[config.mk]
export PLATFORM = sky130hd
export DESIGN_NAME = mem_bist
export DESIGN_NICKNAME = d
export VERILOG_FILES = /design/src/rtl/mem_bist.sv
export SDC_FILE = /design/constraint.sdc
export NUM_CORES = 1
export LEC_CHECK = 0
export CAP_MARGIN = 20
export CELL_PAD_IN_SITES_DETAIL_PLACEMENT = 1
export CELL_PAD_IN_SITES_GLOBAL_PLACEMENT = 2
export CORE_MARGIN = 4
export CORE_UTILIZATION = 29
export DETAILED_ROUTE_END_ITERATION = 7
export HOLD_SLACK_MARGIN = 0.15
export PLACE_DENSITY = 0.76
export SLEW_MARGIN = 20
export SYNTH_ARGS = -nofsm -noshare
export SYNTH_HDL_FRONTEND = slang
export SYNTH_SLANG_ARGS = --single-unit
[constraint.sdc]
create_clock -name clk -period 2.35 [get_ports clk]
set_input_delay 0.235 -clock clk [delete_from_list [all_inputs] [get_ports clk]]
set_output_delay 0.235 -clock clk [all_outputs]
set_load 0.1 [all_outputs]
[src/rtl/mem_bist.sv]
// March-style memory self-test: two write/read sweeps, second one with
// inverted data, pipelined read compares and sticky pass/fail results.
module mem_bist #(
    parameter int                    ADDR_WIDTH = 4,
    parameter int                    DATA_WIDTH = 8,
    parameter logic [DATA_WIDTH-1:0] PATTERN    = 8'hA5
) (
    input  logic                  clk,
    input  logic                  rst,
    input  logic                  start,
    output logic                  mem_w_en,
    output logic [ADDR_WIDTH-1:0] mem_w_addr,
    output logic [DATA_WIDTH-1:0] mem_w_data,
    output logic                  mem_r_en,
    output logic [ADDR_WIDTH-1:0] mem_r_addr,
    input  logic [DATA_WIDTH-1:0] mem_r_data,
    output logic                  busy,
    output logic                  done,
    output logic                  pass,
    output logic [ADDR_WIDTH-1:0] fail_addr,
    output logic [4:0]            err_count
);

    typedef enum logic [2:0] {
        S_IDLE,
        S_WRITE,
        S_READ,
        S_LAST,
        S_DONE
    } state_e;

    function automatic logic [DATA_WIDTH-1:0] exp_word(
        input logic [ADDR_WIDTH-1:0] a,
        input logic                  p
    );
        logic [DATA_WIDTH-1:0] w;
        w = PATTERN ^ DATA_WIDTH'(a);
        return p ? ~w : w;
    endfunction

    state_e                state_q, state_d;
    logic                  p_q, p_d;
    logic [ADDR_WIDTH-1:0] cnt_q, cnt_d;
    logic                  w_en_q, w_en_d;
    logic [ADDR_WIDTH-1:0] w_addr_q, w_addr_d;
    logic [DATA_WIDTH-1:0] w_data_q, w_data_d;
    logic                  r_en_q, r_en_d;
    logic [ADDR_WIDTH-1:0] r_addr_q, r_addr_d;
    logic                  busy_q, busy_d;
    logic                  done_q, done_d;
    logic                  pass_q, pass_d;
    logic [ADDR_WIDTH-1:0] fail_q, fail_d;
    logic [4:0]            err_q, err_d;

    // Read data lags the read strobe by one cycle; these track what is in flight.
    logic                  cmp_v_q;
    logic [ADDR_WIDTH-1:0] cmp_addr_q;

    logic [ADDR_WIDTH-1:0] cnt_nxt;
    logic                  cnt_last;
    logic                  mismatch;

    assign cnt_nxt  = cnt_q + ADDR_WIDTH'(1);
    assign cnt_last = (cnt_q == {ADDR_WIDTH{1'b1}});
    assign mismatch = cmp_v_q && (mem_r_data != exp_word(cmp_addr_q, p_q));

    always_comb begin
        state_d  = state_q;
        p_d      = p_q;
        cnt_d    = cnt_q;
        w_en_d   = 1'b0;
        w_addr_d = '0;
        w_data_d = '0;
        r_en_d   = 1'b0;
        r_addr_d = '0;
        unique case (state_q)
            S_IDLE: begin
                if (start) begin
                    state_d  = S_WRITE;
                    p_d      = 1'b0;
                    cnt_d    = '0;
                    w_en_d   = 1'b1;
                    w_data_d = exp_word('0, 1'b0);
                end
            end
            S_WRITE: begin
                if (cnt_last) begin
                    state_d = S_READ;
                    cnt_d   = '0;
                    r_en_d  = 1'b1;
                end else begin
                    cnt_d    = cnt_nxt;
                    w_en_d   = 1'b1;
                    w_addr_d = cnt_nxt;
                    w_data_d = exp_word(cnt_nxt, p_q);
                end
            end
            S_READ: begin
                if (cnt_last) begin
                    state_d = S_LAST;
                    cnt_d   = '0;
                end else begin
                    cnt_d    = cnt_nxt;
                    r_en_d   = 1'b1;
                    r_addr_d = cnt_nxt;
                end
            end
            S_LAST: begin
                if (!p_q) begin
                    state_d  = S_WRITE;
                    p_d      = 1'b1;
                    cnt_d    = '0;
                    w_en_d   = 1'b1;
                    w_data_d = exp_word('0, 1'b1);
                end else begin
                    state_d = S_DONE;
                end
            end
            S_DONE: begin
                state_d = S_IDLE;
                p_d     = 1'b0;
            end
            default: begin
                state_d = S_IDLE;
                p_d     = 1'b0;
                cnt_d   = '0;
            end
        endcase
        busy_d = (state_d == S_WRITE) || (state_d == S_READ) ||
                 (state_d == S_LAST);
        done_d = (state_d == S_DONE);
    end

    always_comb begin
        pass_d = pass_q;
        fail_d = fail_q;
        err_d  = err_q;
        if ((state_q == S_IDLE) && start) begin
            pass_d = 1'b1;
            fail_d = '0;
            err_d  = '0;
        end else if (mismatch) begin
            pass_d = 1'b0;
            // err_q is still zero only before the first mismatch of a run
            if (err_q == 5'd0) begin
                fail_d = cmp_addr_q;
            end
            if (err_q != 5'd31) begin
                err_d = err_q + 5'd1;
            end
        end
    end

    always_ff @(posedge clk) begin
        if (rst) begin
            state_q    <= S_IDLE;
            p_q        <= 1'b0;
            cnt_q      <= '0;
            w_en_q     <= 1'b0;
            w_addr_q   <= '0;
            w_data_q   <= '0;
            r_en_q     <= 1'b0;
            r_addr_q   <= '0;
            busy_q     <= 1'b0;
            done_q     <= 1'b0;
            pass_q     <= 1'b0;
            fail_q     <= '0;
            err_q      <= '0;
            cmp_v_q    <= 1'b0;
            cmp_addr_q <= '0;
        end else begin
            state_q    <= state_d;
            p_q        <= p_d;
            cnt_q      <= cnt_d;
            w_en_q     <= w_en_d;
            w_addr_q   <= w_addr_d;
            w_data_q   <= w_data_d;
            r_en_q     <= r_en_d;
            r_addr_q   <= r_addr_d;
            busy_q     <= busy_d;
            done_q     <= done_d;
            pass_q     <= pass_d;
            fail_q     <= fail_d;
            err_q      <= err_d;
            cmp_v_q    <= r_en_q;
            cmp_addr_q <= r_addr_q;
        end
    end

    assign mem_w_en   = w_en_q;
    assign mem_w_addr = w_addr_q;
    assign mem_w_data = w_data_q;
    assign mem_r_en   = r_en_q;
    assign mem_r_addr = r_addr_q;
    assign busy       = busy_q;
    assign done       = done_q;
    assign pass       = pass_q;
    assign fail_addr  = fail_q;
    assign err_count  = err_q;

endmodule

==> flow_metrics.py, run 1 <==
metrics = {
    "drt": {
        "wirelength_um": 4240,
        "drtIter0Drc": 64,
        "wl_per_cell_um": 13.9,
        "dr.pass1.iters": 4,
        "antenna_left": 0,
        "vias_per_cell": 4.77,
        "drc_errors": 0,
        "vias": 1461,
    },
    "layout": {
        "fillCellCount": 655,
        "area_delta_synth_final_pct": 31.7,
        "diodes": 0,
        "final_util_pct": 40.1,
        "fin_nets": 248,
        "final_layout_size_suffix_gt1_share_pct": 25.2,
        "final_cells": 306,
    },
    "placement": {
        "gp_congestion": 0.746,
        "dp_hpwl_um": 3200,
        "place_inst": 298,
        "portBuffers": 40,
    },
    "synth": {
        "synth_ff_type": "dfxtp_1",
        "synth_nets": 203,
        "synth_area_leaders": "dfxtp_1, a21oi_1, nor2_1, nand3_1, ha_1",
        "avgSynthCellArea_um2": 9.02,
        "synth.yosys.seq_area_share_pct": 48.4,
        "yosysWarnings": 0,
        "synth_seq_cells": 41,
        "synth_area_um2": 1700,
        "synth_edf_count": 0,
        "synth_top_area_cell": "dfxtp_1",
        "syn_inst": 188,
        "yosysMostFrequentCell": "dfxtp_1",
        "synth_top_area_share_pct": 48.4,
        "synthArstFlopShare_pct": 0,
        "ys_types": 42,
        "synth_common_cells": "dfxtp_1, nor2_1, a21oi_1, nand3_1",
    },
    "power": {
        "internal_power_uw": 1110,
        "swShare_pct": 26.0,
        "leakage_uw": 0.000897,
        "pwr-share-comb_pct": 13.2,
        "power_density_nw_per_um2": 673,
        "clkPwrFrac_pct": 39.2,
        "seqPwrFrac_pct": 47.7,
        "ir_worst_vdd_mv": 0.269,
        "p_switching_uw": 391,
    },
    "worst_setup_path": {
        "end_kind": "flop",
        "critPathArrivalTime_ns": 2.32,
        "crit_type": "flop to flop",
        "worstPathRequired_ns": 2.59,
        "critPathMaxFanout": 7,
        "start_kind": "flop",
    },
    "sta": {
        "final_max_slew_viol_count": 0,
        "worstMarginPinSlew_ns": 0.688,
        "fin_tns_setup_ns": 0,
        "relSlewSlack_pct": 53.5,
        "hold_violations": 0,
        "grt_setup_unrepaired": "no",
        "min_period_ns": 2.08,
        "clock_skew_ns": 0.00492,
        "setup_viol": 0,
        "max_freq_mhz": 480,
        "period_share_pct": 88.6,
    },
    "clock_tree": {
        "cts_max_level": 2,
        "post_cts_resized": 0,
        "cts_sinks": 41,
        "cts_hold_buf": 0,
        "postCtsSetupBuffers": 0,
        "clk_pin_slew_worst_paths_ns": 0.08,
        "clock_latency_ns": 0.29,
        "cts-buffers-inserted": 5,
        "clockBufferDepth": 2,
        "clock-root-buffer": "clkbuf_8",
        "cts_tree": "built",
    },
    "grt": {
        "grt_util_met1_pct": 16.0,
        "grt.overflow.total": 0,
        "grt_pass1_wl_um": 7470,
        "grt_util_all_layers_pct": 13.0,
        "met3_usage_pct": 4.51,
        "antenna_found_initial": 0,
        "grt_max_degree": 13,
        "grt_pass1_vias": 1527,
        "use_met2_pct": 21.4,
        "gr-max-usage-layer": "met2",
    },
    "floorplanning": {
        "io_pins": 41,
        "rows": 27,
        "core_area_um2": 5570,
        "chipWidth_um": 84.5,
        "die_area_um2": 7140,
        "die_y_um": 84.5,
        "initial_core_util_pct": 30.4,
    },
    "min_path": {
        "hp-class": "flop to flop",
    },
    "flow_run": {
        "max_cap_viol_count": 0,
    },
    "status": {
        "status": "finished, final reports clean",
    },
}
[through the flow]
step	area, um^2	hold slack, ns	power (uW)	setup WS [ns]
after global routing	2230	0.504	1580	0.153
after detailed placement	2120	0.475	932	0.189
after global placement	2120	0.473	933	0.205
after floorplan	1700	0.307	874	0.0796
final	2230	0.481	1500	0.268
after CTS	2230	0.486	1530	0.238
[critical path, cell delays in order, from the launching register on]
cell and delay (ns):
dfxtp_2 0.35, ha_1 0.20, and3_1 0.19, ha_1 0.19, or2b_1 0.31, or4_2 0.64, a21oi_2 0.14
[kinds of logic (layout without fill, tap and decap cells)]
kind of cell | count (synthesis) | after routing | synth area share [%]
mux | 1 | 1 | 0.590
buf+inv | 16 | 62 | 4.42
fa+ha+maj | 4 | 4 | 2.95
flops | 41 | 41 | 48.4
simple gates | 75 | 75 | 23.5
xor+xnor | 10 | 10 | 5.16
compound gates | 41 | 41 | 15.0
[state kept, by name, indices dropped and copies added (netlist names)]
signal / flops
mem_r_addr: 4
mem_w_addr: 4
mem_r_en: 1
cmp_v_q: 1
cnt_q: 4
cmp_addr_q: 4
busy: 1
done: 1
mem_w_data: 6
mem_w_en: 1
p_q: 1
fail_addr: 4
pass: 1
state_q: 3
err_count: 5
[power by group through the flow]
stage	combinational [uW]	clock, uW	sequential, uW
after CTS	200	610	717
after global routing	212	650	718
after detailed placement	199	0	733
after floorplan	67.4	0	806
after global placement	199	0	733
final	198	588	716
[path summary, 6_finish.rpt]
kind / startpoint / end / slack (ns) / depth (start not counted)
max: err_count[0] / err_count[3] / 0.27 / 6
min: mem_r_addr[2] / cmp_addr_q[2] / 0.48 / 1
max reg2reg: err_count[0] / err_count[3] / 0.27 / 6
min reg2reg: mem_r_addr[2] / cmp_addr_q[2] / 0.48 / 1
[layer usage]
layer | share of wire, % | up-vias
li1 | - | 747
met1 | 46 | 679
met2 | 47 | 30
met3 | 5.7 | 5
met4 | 1.1 | 0
met5 | 0 | -
[cells in the final DEF (no fill, tap or decap), types with 2 or more instances in the layout]
cell,synthesis,routed
dfxtp_2,0,2
clkdlybuf4s50_1,0,10
or2_2,3,3
xnor2_1,5,5
nor3_1,6,6
buf_4,2,37
nand3_1,11,11
nor2_1,23,23
xor2_1,5,5
ha_1,4,4
clkbuf_8,0,6
o31ai_1,2,2
a22oi_1,2,2
inv_1,7,7
o21ai_1,7,7
and3_1,3,3
nand2_1,8,8
a21oi_1,19,19
a21oi_2,3,3
nor2b_1,8,8
dfxtp_1,41,39
nand2b_1,2,2
[final cells by class]
| type | count | area [um^2] | share of cell area [%] |
|---|---|---|---|
| Sequential cell | 41 | 823 | 36.8 |
| Multi-Input combinational cell | 131 | 801 | 35.8 |
| Timing Repair Buffer | 47 | 378 | 16.9 |
| Tap cell | 72 | 90.1 | 4.03 |
| Clock buffer | 7 | 86.3 | 3.86 |
| Clock inverter | 1 | 30.0 | 1.34 |
| Inverter | 7 | 26.3 | 1.18 |
Power figures use the tool's default switching activity.
==> inputs of run 2 (changes only) <==
CORE_MARGIN = 5   (was 4)
GPL_TIMING_DRIVEN = 0   (was not set)
==> run 2 against run 1 <==
Against the previous run:
- non-clock buffer count is 2 higher
- design area grew 1.8%
- total power decreased by 9.2%
- clock power decreased by 24%
- via count down 0.41%
- flip-flop and latch count unchanged
- utilization rose by 0.49 points
- setup slack got worse by 0.036 ns
- highest routed layer unchanged
- sequential share of layout area fell by 0.67 points
- routed wire length rose by 5.5%
- fmax decreased by 1.7%
==> flow_metrics.py, run 2 (synthesis results as in run 1) <==
metrics = {
    "power": {
        "ir_worst_vdd_mv": 0.231,
        "power_density_nw_per_um2": 599,
        "leakage_uw": 0.000809,
        "internal_power_uw": 978,
        "clkPwrFrac_pct": 32.8,
        "seqPwrFrac_pct": 52.4,
        "swShare_pct": 28.3,
        "p_switching_uw": 386,
        "pwr-share-comb_pct": 14.7,
        "total_power_uw": 1360,
    },
    "floorplanning": {
        "io_pins": 41,
        "die_y_um": 86.5,
        "chipWidth_um": 86.5,
        "die_area_um2": 7480,
        "core_area_um2": 5610,
        "initial_core_util_pct": 30.3,
        "rows": 27,
    },
    "worst_setup_path": {
        "cp_slowest_cell": "clkdlybuf4s50_1",
        "start_kind": "flop",
        "path_buf_inv": 1,
        "critPathMaxFanout": 6,
        "critical-path-max-stage-delay_ns": 1.17,
        "r2r_setup_slack_ns": 0.25,
        "worstPathRequired_ns": 2.12,
        "path_cells": "clkdlybuf4s50_1",
        "end_kind": "output port",
        "critPathTopFamily": "buffers and inverters",
        "critPathArrivalTime_ns": 1.88,
        "crit_type": "flop to output port",
    },
    "clock_tree": {
        "clk_pin_slew_worst_paths_ns": 0.08,
        "postCtsSetupBuffers": 0,
        "post_cts_resized": 0,
        "cts_sinks": 41,
        "cts-buffers-inserted": 5,
        "clock-root-buffer": "clkbuf_8",
        "clockBufferDepth": 2,
        "cts_hold_buf": 0,
        "cts_tree": "built",
        "clock_latency_ns": 0.29,
        "cts_max_level": 2,
    },
    "drt": {
        "antenna_left": 0,
        "wirelength_um": 4470,
        "drc_errors": 0,
        "drtIter0Drc": 35,
        "vias_per_cell": 4.72,
        "wl_per_cell_um": 14.5,
        "vias": 1455,
        "dr.pass1.iters": 4,
    },
    "grt": {
        "grt_pass1_wl_um": 7380,
        "grt_pass1_vias": 1549,
        "grt_util_all_layers_pct": 12.6,
        "grt_max_degree": 12,
        "antenna_found_initial": 0,
        "grt.overflow.total": 0,
    },
    "placement": {
        "portBuffers": 40,
        "dpl-instance-area_um2": 2190,
        "gp_congestion": 0.711,
        "dp_hpwl_um": 3350,
        "dpl_worst_slack_ns": -0.127,
    },
    "sta": {
        "setup_ws_ns": 0.232,
        "max_freq_mhz": 472,
        "period_share_pct": 90.1,
        "hold_violations": 0,
        "worstMarginPinSlew_ns": 0.977,
        "relSlewSlack_pct": 34.7,
        "clock_skew_ns": 0.00339,
        "final_max_slew_viol_count": 0,
        "setup_viol": 0,
        "min_period_ns": 2.12,
        "grt_setup_unrepaired": "no",
    },
    "layout": {
        "diodes": 0,
        "fin_nets": 250,
        "final_common_cell": "clkdlybuf4s50_1",
        "area_delta_synth_final_pct": 34.1,
        "largest_reg_flops": 6,
        "design_area_um2": 2280,
        "layout_common_cells": "clkdlybuf4s50_1, dfxtp_1, nor2_1",
        "final_layout_size_suffix_gt1_share_pct": 10.2,
    },
    "status": {
        "status": "finished, final reports clean",
    },
    "flow_run": {
        "max_cap_viol_count": 0,
    },
    "min_path": {
        "hp-class": "flop to flop",
    },
}
run 2: changes by cell type in the layout (fill, tap and decap cells not counted):
cell,previous run,this run
buf_4,37,2
clkdlybuf4s50_1,10,40
clkbuf_1,1,8
buf_1,0,1
buf_6,0,1
bufinv_16,1,0
clkbuf_8,6,5
nor4_1,1,0
nor4_2,0,1
run 2: worst paths after layout:
path / start / to / cells past startpoint
worst min-delay path: mem_r_addr[3] / cmp_addr_q[3] / 1
worst max-delay path: err_count[2] / err_count[2] / 1
worst max register to register: err_count[0] / err_count[3] / 6
worst min register to register: mem_r_addr[3] / cmp_addr_q[3] / 1
run 2: layout make-up:
type	count	area, um^2
fill	668	3330
multi-input combinational	131	807
timing repair buffer	40	400
clock buffer	8	80.1
inverter	7	26.3
tap	72	90.1
sequential	41	823
buffer	9	48.8
run 2: metrics by stage:
step	instances	util [%]	setup TNS, ns	hold slack (ns)
2_1_floorplan	188	-	0	0.307
3_3_place_gp	300	39.0	-0.569	0.468
3_5_place_dp	300	39.0	-0.944	0.464
4_1_cts	308	40.5	0	0.482
5_1_grt	308	40.6	0	0.495
6_report	308	40.6	0	0.472
run 2: power by group through the flow:
stage	clock network (uW)	registers, uW	logic [uW]
after global placement	0	732	203
final	448	715	201
after detailed placement	0	732	202
after global routing	480	718	214
after floorplan	0	806	67.4
after CTS	459	716	203
run 2: routing by layer:
| metal | track usage, % | share of wire (%) | vias up |
|---|---|---|---|
| met1 | 15.6 | 47 | 682 |
| met3 | 3.71 | 4.6 | 5 |
| li1 | - | - | 740 |
| met5 | 0 | 0 | - |
| met2 | 20.9 | 47 | 28 |
| met4 | 4.25 | 1.2 | 0 |
==> inputs of run 3 (changes only) <==
--- a/config.mk
+++ b/config.mk
@@ -16,3 +16,3 @@
 export PLACE_DENSITY = 0.76
-export SLEW_MARGIN = 20
+export SLEW_MARGIN = 15
 export SYNTH_ARGS = -nofsm -noshare
==> constraint.sdc (replaced) <==
create_clock -name clk -period 2.35 [get_ports clk]
set_input_delay 0.47 -clock clk [delete_from_list [all_inputs] [get_ports clk]]
set_output_delay 0.47 -clock clk [all_outputs]
set_load 0.1 [all_outputs]
==> run 3 against run 2 <==
Against the previous run:
- sequential share of layout area decreased by 0.099 points
- combinational power barely moved
- critical path type unchanged
- count of clock-buffer cells in the layout is the same
- setup slack got worse by 0.17 ns
- first-iteration DRC count unchanged
==> flow_metrics.py, run 3 (synthesis results as in run 1) <==
metrics = {
    "placement": {
        "dp_hpwl_um": 3350,
        "gp_congestion": 0.711,
        "dpl_worst_slack_ns": -0.362,
        "place_inst": 300,
        "portBuffers": 40,
        "dpl-instance-area_um2": 2190,
    },
    "clock_tree": {
        "clk_pin_slew_worst_paths_ns": 0.08,
        "cts_sinks": 41,
        "cts-buffers-inserted": 5,
        "clock-root-buffer": "clkbuf_8",
        "clockBufferDepth": 2,
        "clock_latency_ns": 0.29,
        "cts_tree": "built",
        "cts_max_level": 2,
        "postCtsSetupBuffers": 0,
        "cts_hold_buf": 0,
    },
    "drt": {
        "vias": 1455,
        "met2RoutedLength_um": 2100,
        "wl_per_cell_um": 14.6,
        "wirelength_um": 4480,
        "antenna_left": 0,
        "drc_errors": 0,
        "top_layer_used": "met4",
        "dr.pass1.iters": 4,
        "drtIter0Drc": 35,
        "wl_met3_um": 215,
        "wl_met1_um": 2120,
        "vias_per_cell": 4.72,
    },
    "power": {
        "ir_worst_vdd_mv": 0.231,
        "power_density_nw_per_um2": 598,
        "leakage_uw": 0.000865,
    },
    "worst_setup_path": {
        "critical-path-max-stage-delay_ns": 1.15,
        "r2r-end": "err_count[3]",
        "crit_type": "flop to output port",
        "path_cells": "clkdlybuf4s50_1",
        "cp_slowest_cell": "clkdlybuf4s50_1",
        "critPathArrivalTime_ns": 1.82,
        "ff2ff_path_depth": 6,
        "path_buf_inv": 1,
        "critPathTopFamily": "buffers and inverters",
        "r2r_setup_slack_ns": 0.25,
        "start_kind": "flop",
        "rr_startpoint": "err_count[0]",
        "critPathMaxFanout": 4,
        "worstPathRequired_ns": 1.88,
        "end_kind": "output port",
    },
    "layout": {
        "layout_common_cells": "dfxtp_1, clkdlybuf4s50_1, nor2_1",
        "fillCellCount": 669,
        "final_cells": 308,
        "fin_nets": 250,
        "final_layout_size_suffix_gt1_share_pct": 10.2,
        "diodes": 0,
        "final_common_cell": "dfxtp_1",
        "area_delta_synth_final_pct": 34.5,
        "design_area_um2": 2280,
        "largest_reg_flops": 6,
    },
    "min_path": {
        "holdCritStartpoint": "mem_r_addr[3]",
        "min_path_cells": 1,
        "min_to": "cmp_addr_q[3]",
        "hp-class": "flop to flop",
    },
    "grt": {
        "antenna_found_initial": 0,
        "grt_pass1_wl_um": 7380,
        "grt_max_degree": 12,
        "grt_pass1_vias": 1549,
        "grt_util_all_layers_pct": 12.6,
        "grt.overflow.total": 0,
    },
    "floorplanning": {
        "rows": 27,
        "chipWidth_um": 86.5,
        "die_area_um2": 7480,
        "die_y_um": 86.5,
        "io_pins": 41,
        "initial_core_util_pct": 30.3,
        "core_area_um2": 5610,
    },
    "sta": {
        "setup_ws_ns": 0.0627,
        "hold_violations": 0,
        "setup_viol": 0,
        "grt_setup_unrepaired": "no",
        "worstMarginPinSlew_ns": 0.977,
        "period_share_pct": 97.3,
        "min_period_ns": 2.29,
        "max_freq_mhz": 437,
        "final_max_slew_viol_count": 0,
        "relSlewSlack_pct": 34.7,
        "clock_skew_ns": 0.00340,
    },
    "flow_run": {
        "max_cap_viol_count": 0,
    },
    "status": {
        "status": "finished, final reports clean",
    },
}
[run 3: timing repair]
item	CTS	global route
pin swaps	0	0
endpoints found under the setup margin	10	3
resized for setup	2	3
cloned	0	0
[run 3: cell type report]
type,count,area (um^2),share of cell area (%)
clock buffers,8,80.1,3.51
inverters,7,26.3,1.15
well taps,72,90.1,3.95
plain buffers,9,48.8,2.14
multi-input cells,131,807,35.4
flip-flops and latches,41,823,36.1
repair buffers,40,407,17.8
[run 3: stage by stage]
stage	hold WS (ns)	setup TNS (ns)	power (uW)	util, %
after floorplan	0.460	0	874	-
after global placement	0.468	-2.76	934	39.0
after detailed placement	0.464	-3.14	934	39.0
after CTS	0.482	0	1380	40.6
after global routing	0.495	0	1410	40.7
final	0.472	0	1360	40.7
[run 3: how the worst max path moves through the flow]
stage	from	endpoint	slack, ns	depth (start not counted)
after CTS	mem_w_data[6]	mem_w_data[6]	0.02	2
after detailed placement	start	err_count[0]	-0.36	6
after global placement	start	err_count[0]	-0.33	6
after floorplan	err_count[3]	err_count[3]	0.08	5
final	err_count[4]	err_count[4]	0.06	1
after global routing	err_count[0]	err_count[0]	0.03	1
[run 3: power by group]
part | switching (uW) | internal (uW)
combinational | 142 | 59.0
sequential | 7.40 | 708
clock | 236 | 211
[run 3: layer usage]
| metal | vias up | track usage, % |
|---|---|---|
| met1 | 682 | 15.7 |
| li1 | 740 | - |
| met2 | 28 | 20.7 |
| met5 | - | 0 |
| met3 | 5 | 3.71 |
| met4 | 0 | 4.25 |
